[src/rtl/can_tx_pkg.sv]
// Shared types and constants for the CAN transmit path.
// Holds the loader state encoding and frame field bounds.
package can_tx_pkg;

    localparam int CAN_MSG_W  = 128;
    localparam int CAN_ID_MSB = 127;
    localparam int CAN_ID_LSB = 96;

    typedef enum logic [1:0] {
        IDLE    = 2'd0,
        FETCH   = 2'd1,
        PRESENT = 2'd2,
        ACTIVE  = 2'd3
    } tx_state_t;

endpackage

[src/rtl/can_tx_retry_counter.sv]
// Per-frame retry counter: clear, saturating increment, limit flag.
// Ports: clk/rst_n, clr, inc in; cnt, at_limit out (MAX_RETRIES 0 = no limit).
module can_tx_retry_counter
    import can_tx_pkg::*;
#(
    parameter int unsigned MAX_RETRIES = 0,
    parameter int          RETRY_W     = 8
) (
    input  logic               clk,
    input  logic               rst_n,
    input  logic               clr,
    input  logic               inc,
    output logic [RETRY_W-1:0] cnt,
    output logic               at_limit
);

    localparam logic [RETRY_W-1:0] LIMIT = RETRY_W'(MAX_RETRIES);

    always_ff @(posedge clk or negedge rst_n) begin
        if (!rst_n) begin
            cnt <= '0;
        end else if (clr) begin
            cnt <= '0;
        end else if (inc && (cnt != '1)) begin
            cnt <= cnt + RETRY_W'(1);
        end
    end

    assign at_limit = (MAX_RETRIES != 0) && (cnt == LIMIT);

endmodule

[src/rtl/can_tx_msg_loader.sv]
// CAN TX message loader: fetches frames from TXHPB/FIFO, presents, retries.
// Ports: source read strobes/data in, frame + valid out, BSP events in, status pulses out.
module can_tx_msg_loader
    import can_tx_pkg::*;
#(
    parameter int unsigned MAX_RETRIES = 0,
    parameter int          RETRY_W     = 8
) (
    input  logic                 i_sys_clk,
    input  logic                 i_reset_n,
    input  logic                 i_en,
    input  logic                 i_abort,
    input  logic                 i_txhpb_full,
    output logic                 o_txhpb_r_en,
    input  logic [CAN_MSG_W-1:0] i_txhpb_r_data,
    input  logic                 i_tx_fifo_empty,
    output logic                 o_tx_fifo_r_en,
    input  logic [CAN_MSG_W-1:0] i_tx_fifo_r_data,
    output logic                 o_tx_valid,
    output logic [CAN_MSG_W-1:0] o_tx_message,
    input  logic                 i_tx_start,
    input  logic                 i_tx_done,
    input  logic                 i_tx_arb_lost,
    input  logic                 i_tx_error,
    output logic                 o_txok,
    output logic                 o_arbl,
    output logic                 o_tx_drop,
    output logic                 o_busy,
    output logic                 o_src_hpb,
    output logic [RETRY_W-1:0]   o_retry_cnt
);

    tx_state_t state;
    logic      idle_en;
    logic      rd_any;
    logic      ev_fail;
    logic      give_up;
    logic      at_limit;

    // Strobes are gated by reset so every output reads 0 while it is held.
    assign idle_en        = i_reset_n && (state == IDLE) && i_en;
    assign o_txhpb_r_en   = idle_en && i_txhpb_full;
    assign o_tx_fifo_r_en = idle_en && !i_txhpb_full
                            && !i_tx_fifo_empty;
    assign rd_any         = o_txhpb_r_en || o_tx_fifo_r_en;

    // Done outranks error/arb_lost when they coincide.
    assign ev_fail = (state == ACTIVE) && !i_tx_done
                     && (i_tx_error || i_tx_arb_lost);
    assign give_up = i_abort || at_limit;
    assign o_busy  = (state != IDLE);

    can_tx_retry_counter #(
        .MAX_RETRIES (MAX_RETRIES),
        .RETRY_W     (RETRY_W)
    ) u_retry (
        .clk      (i_sys_clk),
        .rst_n    (i_reset_n),
        .clr      (rd_any),
        .inc      (ev_fail && !give_up),
        .cnt      (o_retry_cnt),
        .at_limit (at_limit)
    );

    always_ff @(posedge i_sys_clk or negedge i_reset_n) begin
        if (!i_reset_n) begin
            state        <= IDLE;
            o_tx_valid   <= 1'b0;
            o_tx_message <= '0;
            o_txok       <= 1'b0;
            o_arbl       <= 1'b0;
            o_tx_drop    <= 1'b0;
            o_src_hpb    <= 1'b0;
        end else begin
            o_txok    <= 1'b0;
            o_arbl    <= 1'b0;
            o_tx_drop <= 1'b0;
            unique case (state)
                IDLE: begin
                    if (rd_any) begin
                        o_src_hpb <= o_txhpb_r_en;
                        state     <= FETCH;
                    end
                end
                FETCH: begin
                    o_tx_message <= o_src_hpb ? i_txhpb_r_data
                                              : i_tx_fifo_r_data;
                    o_tx_valid   <= 1'b1;
                    state        <= PRESENT;
                end
                PRESENT: begin
                    if (i_abort) begin
                        o_tx_drop  <= 1'b1;
                        o_tx_valid <= 1'b0;
                        state      <= IDLE;
                    end else if (i_tx_start) begin
                        o_tx_valid <= 1'b0;
                        state      <= ACTIVE;
                    end
                end
                ACTIVE: begin
                    o_arbl <= i_tx_arb_lost;
                    if (i_tx_done) begin
                        o_txok <= 1'b1;
                        state  <= IDLE;
                    end else if (ev_fail && give_up) begin
                        o_tx_drop <= 1'b1;
                        state     <= IDLE;
                    end else if (ev_fail) begin
                        o_tx_valid <= 1'b1;
                        state      <= PRESENT;
                    end
                end
                default: state <= IDLE;
            endcase
        end
    end

endmodule

[config.mk]
export PLATFORM = sky130hd
export DESIGN_NAME = can_tx_msg_loader
export DESIGN_NICKNAME = d
export VERILOG_FILES = /design/src/rtl/can_tx_pkg.sv /design/src/rtl/can_tx_retry_counter.sv /design/src/rtl/can_tx_msg_loader.sv
export SDC_FILE = /design/constraint.sdc
export NUM_CORES = 1
export LEC_CHECK = 0
export ABC_AREA = 1
export CAP_MARGIN = 10
export CORE_AREA = 2 2 160 162
export DETAILED_ROUTE_END_ITERATION = 10
export DIE_AREA = 0 0 162 164
export PLACE_DENSITY = 0.71
export SETUP_SLACK_MARGIN = 0.5
export SLEW_MARGIN = 20
export SYNTH_ARGS = -nofsm -noshare
export SYNTH_HDL_FRONTEND = slang
export SYNTH_SLANG_ARGS = --single-unit
[constraint.sdc]
create_clock -name i_sys_clk -period 1.3 [get_ports i_sys_clk]
set_clock_uncertainty 0.1 [all_clocks]
set_input_delay 0.26 -clock i_sys_clk [delete_from_list [all_inputs] [get_ports i_sys_clk]]
set_output_delay 0.26 -clock i_sys_clk [all_outputs]
set_load 0.02 [all_outputs]
==> summary.txt <==
Timing
  • Achievable Freq: 585 MHz
  • Tcrit/Tclk final: 131%
  • Worst hold slack: -115 ps
  • Worst slew margin: 55.1%
  • Unrepaired setup endpoints after global routing: yes
  • Worst Tran Pin Value: 673 ps
  • Setup WS post-layout: -409 ps
  • Final Hold Viols: 95
  • Min Tclk post-route: 1710 ps
  • Setup TNS: -46980 ps
  • Slew Viols, Final: 0
  • Final setup violation count: 264

Critical path
  • Critical Path AT: 1960 ps
  • Delay-heaviest family, CP: buffers and inverters
  • R2R cell count: 9
  • Slowest stage delay, CP: 420 ps
  • CP Class: flip-flop to flip-flop
  • Slowest cell on crit path: dfrtp_2
  • Reg2Reg Setup Slack: -410 ps
  • Crit path cell chain: buf_4 > buf_6 > nor2_4 > buf_12 > buf_4 > buf_12 > buf_16 > o21ai_0 > o21ai_1
  • Worst path bufs/invs: 6
  • CP Max Fanout: 9
  • FF-to-FF Start: state[1]
  • Crit path capture type: flip-flop
  • FF-to-FF End: o_tx_message[54]
  • Crit start category: flip-flop
  • Req. time, crit path: 1550 ps

Clock network
  • CTS Buffer Depth: 2
  • Root Buffer: clkbuf_16
  • Clk_lat worst skew: 420 ps
  • CTS Sinks: 143
  • CTS H-tree lvls: 4
  • Worst-path clk slew: 70 ps
  • Number of CTS-inserted buffers: 17
  • CTS tree: built

Route
  • Routed Antenna Nets: 0
  • 1st-iter DRT viols: 387
  • Routed vias: 7836
  • Post-route DRC violation count: 0
  • Pre-antenna DRT Iters: 4
  • Routed vias/inst: 4.69
  • Final wirelength: 29500 um
  • Post-detailed-route wirelength per cell: 17.6 um

Die
  • Initial core utilization: 26.6%
  • CORE AREA: 24800 sq um
  • Row cnt: 58
  • Die Wd: 162 um
  • Die H: 164 um
  • Die area: 26600 sq um
  • IO Count: 410

Power
  • NetSw: 13700 uW
  • Leak: 0.00607 uW
  • Worst VDD drop: 1.33 mV
  • Reg power frac: 24.7%
  • Comb pwr share: 59.6%
  • Switching share of power: 40.9%
  • Overall power: 33600 uW
  • Int Pwr: 19900 uW
  • Pwr dens: 2470 nW/um^2
  • Clock share of power: 15.7%

Global routing
  • Largest net degree at the start of global routing: 102
  • GRT overflow: 0
  • GRT Util Overall: 20.6%
  • Initial antenna violation count: 0
  • Vias in the first global route: 7581
  • First-pass GRT wire length: 42100 um

Logic synthesis
  • Yosys top cell area share: 54.2%
  • Mapped Cells: 824
  • Yosys warns: 0
  • Seq/Total Area, Yosys: 54.2%
  • Yosys top cell by area: dfrtp_1
  • Post-synthesis cell area: 6600 sq um
  • Synth cell types: 23
  • FF+latch count, synth: 143
  • Mean Syn Cell Area: 8.01 sq um
  • Post-synth net total: 1091
  • Top post-synthesis cells by area: dfrtp_1, o21ai_0, nand2_1, nor2_1, o21ai_1

Finish
  • Layout cells sized above 1: 28.7%
  • # diodes: 0
  • Register area: 3590 sq um
  • Final Core Density: 54.8%
  • Multi-input gate area: 2970 sq um
  • Non-Filler Instances: 1671
  • Final instance area: 13600 sq um
  • Filler cells: 2217
  • Layout Nets: 1597
  • Area growth, synth to finish: 106%

Placed design
  • Buffers on Ports: 409
  • Hpwl dp: 18600 um
  • Placed cells: 1563
  • Post-placement cell area: 11500 sq um
  • RePlAce Congestion: 0.839

Worst hold path
  • Hold Path Class: input port to asynchronous set/reset pin

Outcome
  • Failing checks: hold timing, setup timing
  • Outcome: complete, but fails checks

Run
  • Max Cap Viol: 0
## metal layers
layer	vias to the layer above	track usage [%]	routed length (um)
met4	0	7.36	787
met2	315	35.1	14500
met1	3735	24.5	11900
met3	52	6.46	2280
met5	-	0	0
li1	3734	-	-
## per-stage QoR
step | hold slack, ps | setup slack (ps)
final | -115 | -409
after global routing | -52.6 | -481
after CTS | -24.9 | -432
after detailed placement | 373 | -825
after global placement | 365 | -827
after floorplan | -136 | -48.3
## worst max-delay path by stage
stage | start | endpoint | slack, ps | cells past startpoint
3_5_place_dp | i_en | o_tx_fifo_r_en | -820 | 6
4_1_cts | state[1] | o_tx_fifo_r_en | -430 | 4
2_1_floorplan | u_retry.cnt[0] | u_retry.cnt[7] | -50 | 8
6_report | state[1] | o_tx_message[54] | -410 | 9
5_1_grt | state[1] | o_tx_message[55] | -480 | 9
3_3_place_gp | i_en | o_tx_fifo_r_en | -830 | 6
## worst min-delay path, stage by stage
cell and delay, ps:
buf_6 100, buf_4 120, buf_12 340
## flip-flops by register name (all words and copies together), names as in the netlist
signal        flops
o_arbl            1
o_src_hpb         1
o_tx_drop         1
o_tx_message    128
o_tx_valid        1
o_txok            1
state             2
u_retry.cnt       8
## layout by cell type, fill, tap and decap left out, types with 2 or more instances in the layout
master,synthesis,final
nand3_2,1,9
nand3_4,0,3
clkinv_4,0,5
buf_8,0,4
xor2_1,2,2
o21ai_2,0,18
dfrtp_2,0,10
o21ai_0,152,69
clkbuf_16,0,20
nor2_2,2,3
nand2_1,164,147
bufinv_16,0,4
buf_16,0,14
nor2_4,0,5
nand2_4,0,3
buf_6,0,155
inv_4,0,3
nor2_1,150,144
clkdlybuf4s50_1,0,264
dfrtp_1,143,132
inv_6,0,2
inv_1,16,12
nand2_2,1,15
buf_4,3,86
nand3_1,20,9
buf_12,0,16
o21ai_1,107,172
## synth_stat cells (all sizes together)
cell	instances
buf	53
clkbuf	4
dfrtp	143
ha	1
inv	17
nand2	165
nand3	21
nand4	1
nor2	152
nor3	2
o211ai	1
o21ai	259
o21bai	1
o22ai	1
xnor2	1
xor2	2
## cell type report
type,instances,area share [%]
repair buffers,542,43.2
flip-flops and latches,143,26.5
multi-input cells,607,21.8
clock buffers,18,3.16
well taps,330,3.04
clock inverters,12,1.37
inverters,17,0.718
repair inverters,2,0.203
## logic make-up (layout without fill, tap and decap cells)
| group | after synthesis | count (layout) | share of synthesized area, % |
|---|---|---|---|
| XOR/XNOR | 3 | 3 | 0.398 |
| buffers and inverters | 74 | 591 | 5.14 |
| AO/OA/AOI/OAI | 262 | 262 | 20.0 |
| flip-flops | 143 | 143 | 54.2 |
| AND/OR/NAND/NOR | 341 | 341 | 20.0 |
| adder cells (fa/ha/maj) | 1 | 1 | 0.189 |
## timing repair
action / CTS / global route
pin swaps: 18 / 27
gates resized for setup: 887 / 101
hold endpoints to repair: 131 / 26
gates cloned: 12 / 5
buffers inserted: 26 / 35
endpoints found under the setup margin: 287 / 287
## power by group through the flow
stage	clock network (uW)	registers, uW	logic, uW
final	5270	8300	20000
after global routing	5550	8500	21400
after CTS	5380	8260	18400
after detailed placement	0	7910	15800
after global placement	0	7840	15700
after floorplan	0	10400	6070
No activity file was read; power rests on OpenSTA's default activity.
